===== src/rtl/phy_rx_unstriper.sv =====
// phy_rx_unstriper: receive-side two-lane byte unstriper.
// Each lane feeds a small deskew FIFO. Byte pairs are popped together and
// reassembled into 32-bit words (lane0 = upper byte of each half-word).
// Optional feature macro: PHY_RX_ERR_CNT_EN adds a saturating err_count output.
module phy_rx_unstriper #(
    parameter int DEPTH = 4,
    parameter int PTR_W = 2
) (
    input  logic        clk_4f,
    input  logic        reset,
    input  logic        active,
    input  logic [7:0]  data_in_0,
    input  logic [7:0]  data_in_1,
    input  logic        valid_in_0,
    input  logic        valid_in_1,
    output logic [31:0] data_out,
    output logic        valid_out,
    output logic        half_pending,
    output logic        skew_err
`ifdef PHY_RX_ERR_CNT_EN
    ,
    output logic [7:0]  err_count
`endif
);

    typedef enum logic {
        S_EMPTY = 1'b0,
        S_HALF  = 1'b1
    } state_t;

    localparam logic [PTR_W:0] FULL_CNT = (PTR_W+1)'(DEPTH);

    // Per-lane FIFO storage and bookkeeping
    logic [7:0]       r_mem [2][DEPTH];
    logic [PTR_W-1:0] r_wr  [2];
    logic [PTR_W-1:0] r_rd  [2];
    logic [PTR_W:0]   r_cnt [2];

    logic [7:0]  w_din   [2];
    logic [7:0]  w_dout  [2];
    logic [1:0]  w_push;
    logic [1:0]  w_full;
    logic [1:0]  w_nempty;
    logic        w_pop;
    logic        w_ovf;
    logic        w_flush;

    state_t      r_state;
    state_t      w_state_nxt;
    logic [15:0] r_hi;
    logic [31:0] r_data;
    logic        r_valid;
    logic        r_half;
    logic        r_skew;

    assign w_din[0]  = data_in_0;
    assign w_din[1]  = data_in_1;
    assign w_dout[0] = r_mem[0][r_rd[0]];
    assign w_dout[1] = r_mem[1][r_rd[1]];

    assign w_push    = {active & valid_in_1, active & valid_in_0};
    assign w_full    = {(r_cnt[1] == FULL_CNT), (r_cnt[0] == FULL_CNT)};
    assign w_nempty  = {(r_cnt[1] != '0), (r_cnt[0] != '0)};

    // A pair pops only when both lanes hold a byte; lanes never pop alone.
    assign w_pop     = active & (&w_nempty);
    // Writing a full FIFO that is not draining this cycle means skew exceeded the budget.
    assign w_ovf     = (|(w_push & w_full)) & ~w_pop;
    assign w_flush   = ~active | w_ovf;

    // Lane FIFOs: push/pop pointers and occupancy, flushed on inactive link or overflow
    always_ff @(posedge clk_4f or negedge reset) begin
        if (!reset) begin
            for (int l = 0; l < 2; l++) begin
                r_wr[l]  <= '0;
                r_rd[l]  <= '0;
                r_cnt[l] <= '0;
                for (int d = 0; d < DEPTH; d++) begin
                    r_mem[l][d] <= 8'h00;
                end
            end
        end else if (w_flush) begin
            for (int l = 0; l < 2; l++) begin
                r_wr[l]  <= '0;
                r_rd[l]  <= '0;
                r_cnt[l] <= '0;
            end
        end else begin
            for (int l = 0; l < 2; l++) begin
                if (w_push[l]) begin
                    r_mem[l][r_wr[l]] <= w_din[l];
                    r_wr[l]           <= r_wr[l] + 1'b1;
                end
                if (w_pop) begin
                    r_rd[l] <= r_rd[l] + 1'b1;
                end
                case ({w_push[l], w_pop})
                    2'b10:   r_cnt[l] <= r_cnt[l] + 1'b1;
                    2'b01:   r_cnt[l] <= r_cnt[l] - 1'b1;
                    default: r_cnt[l] <= r_cnt[l];
                endcase
            end
        end
    end

    // Assembler state register
    always_ff @(posedge clk_4f or negedge reset) begin
        if (!reset) begin
            r_state <= S_EMPTY;
        end else begin
            r_state <= w_state_nxt;
        end
    end

    // Assembler next state: each pair pop toggles between upper and lower half-word
    always_comb begin
        w_state_nxt = r_state;
        if (w_flush) begin
            w_state_nxt = S_EMPTY;
        end else if (w_pop) begin
            case (r_state)
                S_EMPTY: w_state_nxt = S_HALF;
                S_HALF:  w_state_nxt = S_EMPTY;
                default: w_state_nxt = S_EMPTY;
            endcase
        end else begin
            w_state_nxt = r_state;
        end
    end

    // Word assembly and registered outputs; data_out holds between words
    always_ff @(posedge clk_4f or negedge reset) begin
        if (!reset) begin
            r_hi    <= 16'h0000;
            r_data  <= 32'h0000_0000;
            r_valid <= 1'b0;
            r_half  <= 1'b0;
            r_skew  <= 1'b0;
        end else begin
            r_valid <= 1'b0;
            r_skew  <= w_ovf;
            r_half  <= (w_state_nxt == S_HALF);
            if (w_pop && (r_state == S_EMPTY)) begin
                r_hi <= {w_dout[0], w_dout[1]};
            end
            if (w_pop && (r_state == S_HALF)) begin
                r_data  <= {r_hi, w_dout[0], w_dout[1]};
                r_valid <= 1'b1;
            end
        end
    end

    assign data_out     = r_data;
    assign valid_out    = r_valid;
    assign half_pending = r_half;
    assign skew_err     = r_skew;

`ifdef PHY_RX_ERR_CNT_EN
    logic [7:0] r_err_cnt;

    // Saturating count of overflow events; only reset clears it
    always_ff @(posedge clk_4f or negedge reset) begin
        if (!reset) begin
            r_err_cnt <= 8'h00;
        end else if (w_ovf && (r_err_cnt != 8'hFF)) begin
            r_err_cnt <= r_err_cnt + 8'h01;
        end else begin
            r_err_cnt <= r_err_cnt;
        end
    end

    assign err_count = r_err_cnt;
`endif

endmodule


===== config.mk =====
export PLATFORM = sky130hd
export DESIGN_NAME = phy_rx_unstriper
export DESIGN_NICKNAME = d
export VERILOG_FILES = /design/src/rtl/phy_rx_unstriper.sv
export SDC_FILE = /design/constraint.sdc
export NUM_CORES = 1
export LEC_CHECK = 0
export ABC_AREA = 0
export BUFFER_PORTS_ARGS = -buffer_cell sky130_fd_sc_hd__buf_2
export CORE_ASPECT_RATIO = 0.5
export CORE_MARGIN = 5
export CORE_UTILIZATION = 56
export DETAILED_ROUTE_END_ITERATION = 7
export GPL_ROUTABILITY_DRIVEN = 0
export GPL_TIMING_DRIVEN = 0
export PLACE_DENSITY = 0.72
export SYNTH_ARGS = -nofsm -noshare
export SYNTH_HDL_FRONTEND = slang
export SYNTH_SLANG_ARGS = --single-unit

===== constraint.sdc =====
create_clock -name clk_4f -period 5.2 [get_ports clk_4f]
set_input_delay 1.04 -clock clk_4f [delete_from_list [all_inputs] [get_ports clk_4f]]
set_output_delay 1.04 -clock clk_4f [all_outputs]
set_load 0.02 [all_outputs]

; ---- After elaboration in Yosys (flattened, before gate mapping)
; Index checks and enable logic that the tools add are counted.
[word_totals]
reg_bits = 129
word_cells = 93
[op_classes]
add_sub_neg = 8
order_cmp = 6
n_eq_ne = 6
muxes = 25
n_bitwise = 14
reduce_logical = 15
[op_table]
columns = operator, n
row1 = bitwise mux 32 bit, 2
row2 = two-way mux 8 bit, 6
row3 = binary-select mux 8 bit (select 2 bit), 2
row4 = demux 8 bit (select 2 bit), 2
row5 = >= comparator 3 bit (second input constant), 4
row6 = inverter 2 -> 3 bit, 4
row7 = one-hot mux 3 bit (2 select lines), 2
row8 = nonzero test 3 bit, 4
row9 = adder 2 x 1 -> 2 bit (second input constant), 4
row10 = two-way mux 2 bit, 4
row11 = two-way mux 4 bit, 2
row12 = adder 3 x 1 -> 3 bit (second input constant), 2
row13 = == test 3 bit (second input constant), 2
row14 = < comparator 3 x 1 -> 1 bit (second input constant), 2
row15 = two-way mux 6 bit, 1
row16 = AND reduction 2 bit, 3
row17 = nonzero test 2 bit, 3
row18 = subtractor 3 x 1 -> 3 bit (second input constant), 2
row19 = bitwise AND 1 bit, 4
row20 = == test 2 x 1 -> 1 bit (second input constant), 2
row21 = == test 2 bit (second input constant), 2
row22 = logical AND 1 bit, 4
row23 = inverter 1 bit, 4
row24 = two-way mux 1 bit, 3
row25 = 4 further kinds, 4

; ---- Longest topological paths before layout
; Gate-level depths: netlist (run 1).
[logic_depth]
depth_word = 8
mapped_depth = 7
depth_no_buf = 6

; ---- Worst setup path after synthesis (run 1)
; No wires, ideal clock.
[synth_timing]
path_type = input port to flip-flop
start = in valid_in_1
end = reg r_mem[25] in the netlist's numbering
arrival_ns = 2.366
required_time_ns = 5.072
slack_ns = 2.706
cell_stages = 6
path_buffers = 2
cell_sequence = buf_4 -> and4bb_1 -> a22oi_2 -> buf_6 -> o2111ai_4 -> mux2_1
[synth_via]
elab_chain_cells = 7
[synth_rtl]
columns = element, line
row1 = start: declaration, 15  ; input logic valid_in_1,
row2 = bitwise AND 1 bit *, 61  ; assign w_push = {active & valid_in_1, active & valid_in_0};
row3 = bitwise AND 2 bit, 68  ; assign w_ovf = (|(w_push & w_full)) & ~w_pop;
row4 = OR reduction 2 bit, 68
row5 = bitwise AND 1 bit, 68
row6 = bitwise OR 1 bit, 69  ; assign w_flush = ~active | w_ovf;
row7 = inverter 1 bit (no line), --
row8 = AND reduction 2 bit (no line) *, --
row9 = end signal: indexed assignment, 91  ; r_mem[l][r_wr[l]] <= w_din[l];
row10 = end: declaration, 34  ; logic [7:0] r_mem [2][DEPTH];
; Every way passes the cells marked *; elsewhere a longest branch is shown, timed or not.
; A chain may end at the register's enable or synchronous reset.

; ---- Worst setup path in the final report (run 1)
[layout_timing]
start = in active
end = reg r_hi[14]
[layout_via]
elab_chain_cells = 2
[layout_rtl]
columns = element, line
row1 = start: declaration, 11  ; input logic active,
row2 = bitwise AND 1 bit, 66  ; assign w_pop = active & (&w_nempty);
row3 = logical AND 1 bit, 143  ; if (w_pop && (r_state == S_EMPTY)) begin
row4 = end signal: assignment, 144  ; r_hi <= {w_dout[0], w_dout[1]};
row5 = end: declaration, 50  ; logic [15:0] r_hi;
; No other way between the ends.

==> results.json, run 1 <==
{
  "synth-seq-cells": 129,
  "syn-num-nets": 389,
  "r2r_end": "r_hi[14]$_DFFE_PN0P_",
  "drtIter0Drc": 119,
  "cp-start-kind": "input port",
  "fin_skew_ps": 7.34,
  "initial_core_util": 0.568,
  "ios": 56,
  "tightest_slew_ps": 823,
  "core-area_mm2": 0.0101,
  "dieArea_mm2": 0.0125,
  "rsz0062_at_grt": "false",
  "cp.depth": 6,
  "cp.arrival_ps": 2650,
  "synthTopCellsByArea": "dfrtp_1 56%, mux2_2 21%, mux4_2 6.3%, o2111ai_4 3.2%, ha_1 1.7%",
  "max_cap_violations": 0,
  "rrSetupSlack_ps": 3080,
  "hold_class": "reg2reg",
  "p_clk_frac": 0.322,
  "setup-tns-final_ps": 0,
  "grt_pass1_wl_um": 18800,
  "clkTransAtPathRegs_ps": 60,
  "synth_area_per_cell_um2": 16.0,
  "grt_max_degree": 68,
  "dpl.cell_count": 552,
  "worstSetupPathType": "in2reg",
  "synthFlopType": "dfrtp_1",
  "clock_latency_ps": 410,
  "synth_area_mm2": 0.00572,
  "peakVddDrop_uv": 349,
  "final_cells": 584,
  "drc": 0,
  "synth-warning-count": 0,
  "vias_per_cell": 5.58,
  "final_max_slew_viol_count": 0,
  "setup_viol": 0,
  "post_cts_resized": 0,
  "r2r_cells": 5,
  "cell_internal_pwr_mw": 2.43,
  "crit_chain": "buf_2 -> o31a_1 -> nand2_1 -> nor2_2 -> buf_4 -> mux2_2",
  "swShare": 0.286,
  "yosysMostFrequentCell": "dfrtp_1",
  "run_status": "completed",
  "n_antenna_cell": 0,
  "wl_per_cell_um": 19.2,
  "dr.pass1.iters": 6,
  "min_from": "data_out[27]$_DFFE_PN0P_",
  "timing.rr.start": "r_cnt[2]$_DFFE_PN0P_",
  "cpLargestDelayFamily": "simple AND/OR/NAND/NOR gates",
  "grt_pass1_vias": 3627,
  "combPwrFrac": 0.234,
  "p_leak_nw": 3.12,
  "synth_cells": 358,
  "grt.overflow.total": 0,
  "syn_to_final_growth_pct": 17.9,
  "cts_root_buffer": "clkbuf_16",
  "numCtsBuffers": 17,
  "postPlaceCellArea_mm2": 0.00620,
  "seqPwrFrac": 0.444,
  "drive_gt1_frac": 0.529,
  "die_w_um": 153,
  "clk_path_buf_depth": 2,
  "finalHoldViolCount": 0,
  "hold_depth": 1,
  "grt.total_usage": 0.197,
  "async_flop_share": 1.00,
  "finish.instance_area_mm2": 0.00675,
  "p_switching_uw": 971,
  "cts_max_level": 4,
  "p_per_area_mw_per_mm2": 503,
  "slowest_stage": "nor2_2",
  "dr_total_vias": 3257,
  "antenna_left": 0,
  "post_cts_buffers": 0,
  "fillCellCount": 702,
  "die_y_um": 81.5,
  "hold_buffers": 0,
  "critical_path.max_stage_delay_ps": 360,
  "port_buffers": 53,
  "synth_top_area_share": 0.564,
  "min_to": "data_out[27]$_DFFE_PN0P_",
  "min_period_ps": 2360,
  "wirelength_um": 11200,
  "required_ps": 5490,
  "path_buf_inv": 2,
  "cts_num_sinks": 129,
  "ys_types": 41,
  "hpwl_um": 7850,
  "fmax_ghz": 0.424,
  "p_total_mw": 3.40,
  "synth_edf_count": 0,
  "worstSetupEndpointType": "flip-flop",
  "post-route-period-util": 0.454,
  "crit_fanout": 10,
  "max_slew_margin": 0.451,
  "antenna_found_initial": 0,
  "yosysSeqAreaShare": 0.564,
  "num-nets-final": 462,
  "cts_tree": "yes",
  "rows": 26,
  "yosysTopAreaCell": "dfrtp_1",
  "synth_common_cells": "129 x dfrtp_1, 109 x mux2_2, 16 x mux4_2"
}
-- stage by stage --
stage / utilization / hold WS, ps / worst slack (ps)
4_1_cts: 0.669 / 490 / 2850
3_3_place_gp: 0.611 / 466 / 1680
3_5_place_dp: 0.615 / 478 / 2430
6_report: 0.669 / 483 / 2840
2_1_floorplan: - / 454 / 2710
5_1_grt: 0.669 / 499 / 2740
-- metal layers --
layer | global-route usage | share of wire | vias up | wire, um
li1 | - | - | 1468 | -
met1 | 0.230 | 0.42 | 1714 | 4710
met2 | 0.359 | 0.53 | 62 | 5930
met3 | 0.0563 | 0.040 | 13 | 450
met4 | 0.0684 | 0.011 | 0 | 125
met5 | 0 | 0 | - | 0
-- how the worst max path moves through the flow --
stage | from | endpoint | slack [ps]
after global routing | active | r_hi[9]$_DFFE_PN0P_ | 2740
after global placement | reset | data_out[14]$_DFFE_PN0P_ | 1680
after CTS | active | r_hi[9]$_DFFE_PN0P_ | 2850
after floorplan | valid_in_1 | r_mem[25]$_DFFE_PN0P_ | 2710
final | active | r_hi[14]$_DFFE_PN0P_ | 2840
after detailed placement | active | r_hi[9]$_DFFE_PN0P_ | 2430
-- power groups by stage --
stage          Clock, mW  Sequential [mW]  Combinational, mW
2_1_floorplan          0             1.58              0.471
3_3_place_gp           0             1.48              0.760
3_5_place_dp           0             1.52              0.806
4_1_cts             1.11             1.51              0.810
5_1_grt             1.17             1.55              0.859
6_report            1.09             1.51              0.795
-- layout by cell type, fill, tap and decap left out, types with 2 or more instances in the layout --
master / netlist / final
mux2i_1: 3 / 3
xor2_1: 2 / 2
clkbuf_8: 0 / 2
or3b_2: 2 / 2
buf_1: 2 / 2
nor3_1: 4 / 4
buf_2: 5 / 57
clkbuf_1: 2 / 5
o2111ai_4: 7 / 7
nand2_1: 4 / 4
mux4_2: 16 / 16
clkinvlp_4: 0 / 3
fa_1: 2 / 2
nor3b_1: 2 / 2
dfrtp_1: 129 / 129
o21ai_0: 4 / 4
nor2_1: 11 / 11
a21oi_1: 6 / 6
ha_1: 8 / 8
buf_4: 3 / 3
clkbuf_16: 0 / 17
clkinv_2: 0 / 5
mux2_1: 5 / 5
nand3_1: 2 / 2
buf_6: 2 / 3
xnor2_1: 4 / 4
inv_1: 7 / 7
mux2_2: 109 / 109
-- area by class of cell --
| type | instances | area [um2] | share of cell area |
|---|---|---|---|
| inverter | 7 | 26.3 | 0.00389 |
| clock inverter | 10 | 86.3 | 0.0128 |
| sequential | 129 | 3230 | 0.478 |
| multi-input combinational | 208 | 2380 | 0.353 |
| tap | 140 | 175 | 0.0260 |
| clock buffer | 22 | 464 | 0.0688 |
| timing repair buffer | 54 | 299 | 0.0443 |
| buffer | 14 | 85.1 | 0.0126 |
-- state kept, by name (all words and copies together) (netlist names) --
signal,count
half_pending,1
r_wr,4
valid_out,1
r_mem,64
r_hi,16
skew_err,1
r_cnt,6
data_out,32
r_rd,4
-- kinds of logic after synthesis --
family | after synthesis | synth area share
xor+xnor | 6 | 0.00918
mux | 133 | 0.292
flops | 129 | 0.564
simple gates | 34 | 0.0343
fa+ha+maj | 10 | 0.0245
compound gates | 25 | 0.0562
buf+inv | 21 | 0.0195
No activity file was read; power rests on OpenSTA's default activity.
==> run 2, diff against run 1 <==
Settings changed: CORE_UTILIZATION 56 to 53.
Clock period 5.2 ns to 2.15 ns, I/O delays scaled along.
==> results.json, run 2 (synthesis results as in run 1) <==
{
  "clkTransAtPathRegs_ps": 60,
  "post_cts_buffers": 0,
  "syn_to_final_growth_pct": 19.4,
  "num-nets-final": 462,
  "ios": 56,
  "p_leak_nw": 3.16,
  "rows": 26,
  "dpl.cell_count": 552,
  "p_switching_mw": 2.42,
  "fin_skew_ps": 5.78,
  "dieArea_mm2": 0.0131,
  "fillCellCount": 709,
  "run_status": "completed",
  "worstSetupPathType": "reg2reg",
  "p_total_mw": 8.51,
  "cts_tree": "yes",
  "register_area_mm2": 0.00323,
  "peakVddDrop_uv": 691,
  "dr_total_vias": 3284,
  "grt_pass1_vias": 3726,
  "cts_max_level": 4,
  "pre_cts_slack_ps": 37.1,
  "final_cells": 584,
  "initial_core_util": 0.552,
  "layout_common_cells": "128 x dfrtp_1, 109 x mux2_2, 56 x buf_2, 17 x clkbuf_16, 16 x mux4_2",
  "port_buffers": 53,
  "core-area_mm2": 0.0104,
  "crit_fanout": 6,
  "grt.overflow.total": 0,
  "cts_num_sinks": 129,
  "min_period_ps": 2100,
  "numCtsBuffers": 17,
  "hpwl_um": 7640,
  "grt.total_usage": 0.190,
  "cell_internal_pwr_mw": 6.08,
  "antenna_left": 0,
  "wl_per_cell_um": 19.6,
  "seqPwrFrac": 0.429,
  "rsz0062_at_grt": "false",
  "vias_per_cell": 5.62,
  "worstSetupEndpointType": "flip-flop",
  "required_ps": 2480,
  "setup-tns-final_ps": 0,
  "die_w_um": 157,
  "clk_path_buf_depth": 2,
  "die_y_um": 83.5,
  "cp.arrival_ps": 2430,
  "setup_viol": 0,
  "dr.pass1.iters": 4,
  "antenna_found_initial": 0,
  "grt_max_degree": 92,
  "largest_reg_flops": 64,
  "fmax_ghz": 0.477,
  "postPlaceCellArea_mm2": 0.00620,
  "drive_gt1_frac": 0.541,
  "max_slew_margin": 0.471,
  "swShare": 0.285,
  "wirelength_um": 11500,
  "cp-start-kind": "flip-flop",
  "final_common_cell": "dfrtp_1",
  "worst_slack_ps": 54.7,
  "clock_latency_ps": 410,
  "n_antenna_cell": 0,
  "cts_root_buffer": "clkbuf_16",
  "drc": 0,
  "grt_pass1_wl_um": 19300,
  "max_cap_violations": 0,
  "finalHoldViolCount": 0,
  "drtIter0Drc": 152,
  "finish.instance_area_mm2": 0.00683,
  "p_clk_frac": 0.345,
  "p_per_area_mw_per_mm2": 1240,
  "top_register": "r_mem",
  "final_max_slew_viol_count": 0,
  "combPwrFrac": 0.226,
  "multi_input_area_mm2": 0.00241,
  "hold_class": "in2reg",
  "tightest_slew_ps": 794,
  "post-route-period-util": 0.975
}
==> run 2: through the flow <==
step / utilization / hold WS, ps
finish: 0.659 / 288
global route: 0.659 / 283
CTS: 0.656 / 272
global placement: 0.594 / 465
detailed placement: 0.597 / 365
floorplan: - / 134
==> run 2: per-layer routing <==
| metal | track usage | wire, um | vias to the layer above |
|---|---|---|---|
| met1 | 0.243 | 4930 | 1737 |
| met3 | 0.0435 | 393 | 17 |
| met4 | 0.0709 | 163 | 0 |
| met5 | 0 | 0 | - |
| li1 | - | - | 1471 |
| met2 | 0.318 | 5960 | 59 |
==> run 2: power groups by stage <==
stage,logic [mW],clock network (mW),registers (mW)
6_report,1.92,2.93,3.65
5_1_grt,2.08,3.10,3.74
4_1_cts,1.96,2.98,3.63
3_5_place_dp,1.94,0,3.67
3_3_place_gp,1.85,0,3.59
2_1_floorplan,1.14,0,3.81
==> run 2: area by class of cell <==
class                      instances  area share
buffer                            13      0.0123
clock buffer                      19      0.0648
clock inverter                    13      0.0236
inverter                           7     0.00384
multi-input combinational        208       0.352
sequential                       129       0.473
tap                              140      0.0256
timing repair buffer              55      0.0452
==> run 2: critical path, stage by stage, from the launching register on <==
cell      delay [ps]
dfrtp_1          470
or3_1            520
a21boi_0         510
mux2_2           390
a21oi_1          130
==> run 2: worst paths after layout <==
path                                                from                  endpoint  slack, ps  cells past startpoint
worst max-delay path                r_cnt[5]$_DFFE_PN0P_      r_cnt[2]$_DFFE_PN0P_         50                      4
worst min-delay path                        data_in_0[7]     r_mem[47]$_DFFE_PN0P_        290                      2
worst max register to register      r_cnt[5]$_DFFE_PN0P_      r_cnt[2]$_DFFE_PN0P_         50                      4
worst min register to register  data_out[27]$_DFFE_PN0P_  data_out[27]$_DFFE_PN0P_        490                      1
max in group asynchronous                          reset  data_out[29]$_DFFE_PN0P_        890                      3
min in group asynchronous                          reset     r_mem[15]$_DFFE_PN0P_        490                      2
==> run 2: repair_timing <==
item / CTS / global route
endpoints found under the hold margin: 38 / 0
gates resized for setup: 0 / 6
setup endpoints to repair: 0 / 33
hold buffers: 1 / 0
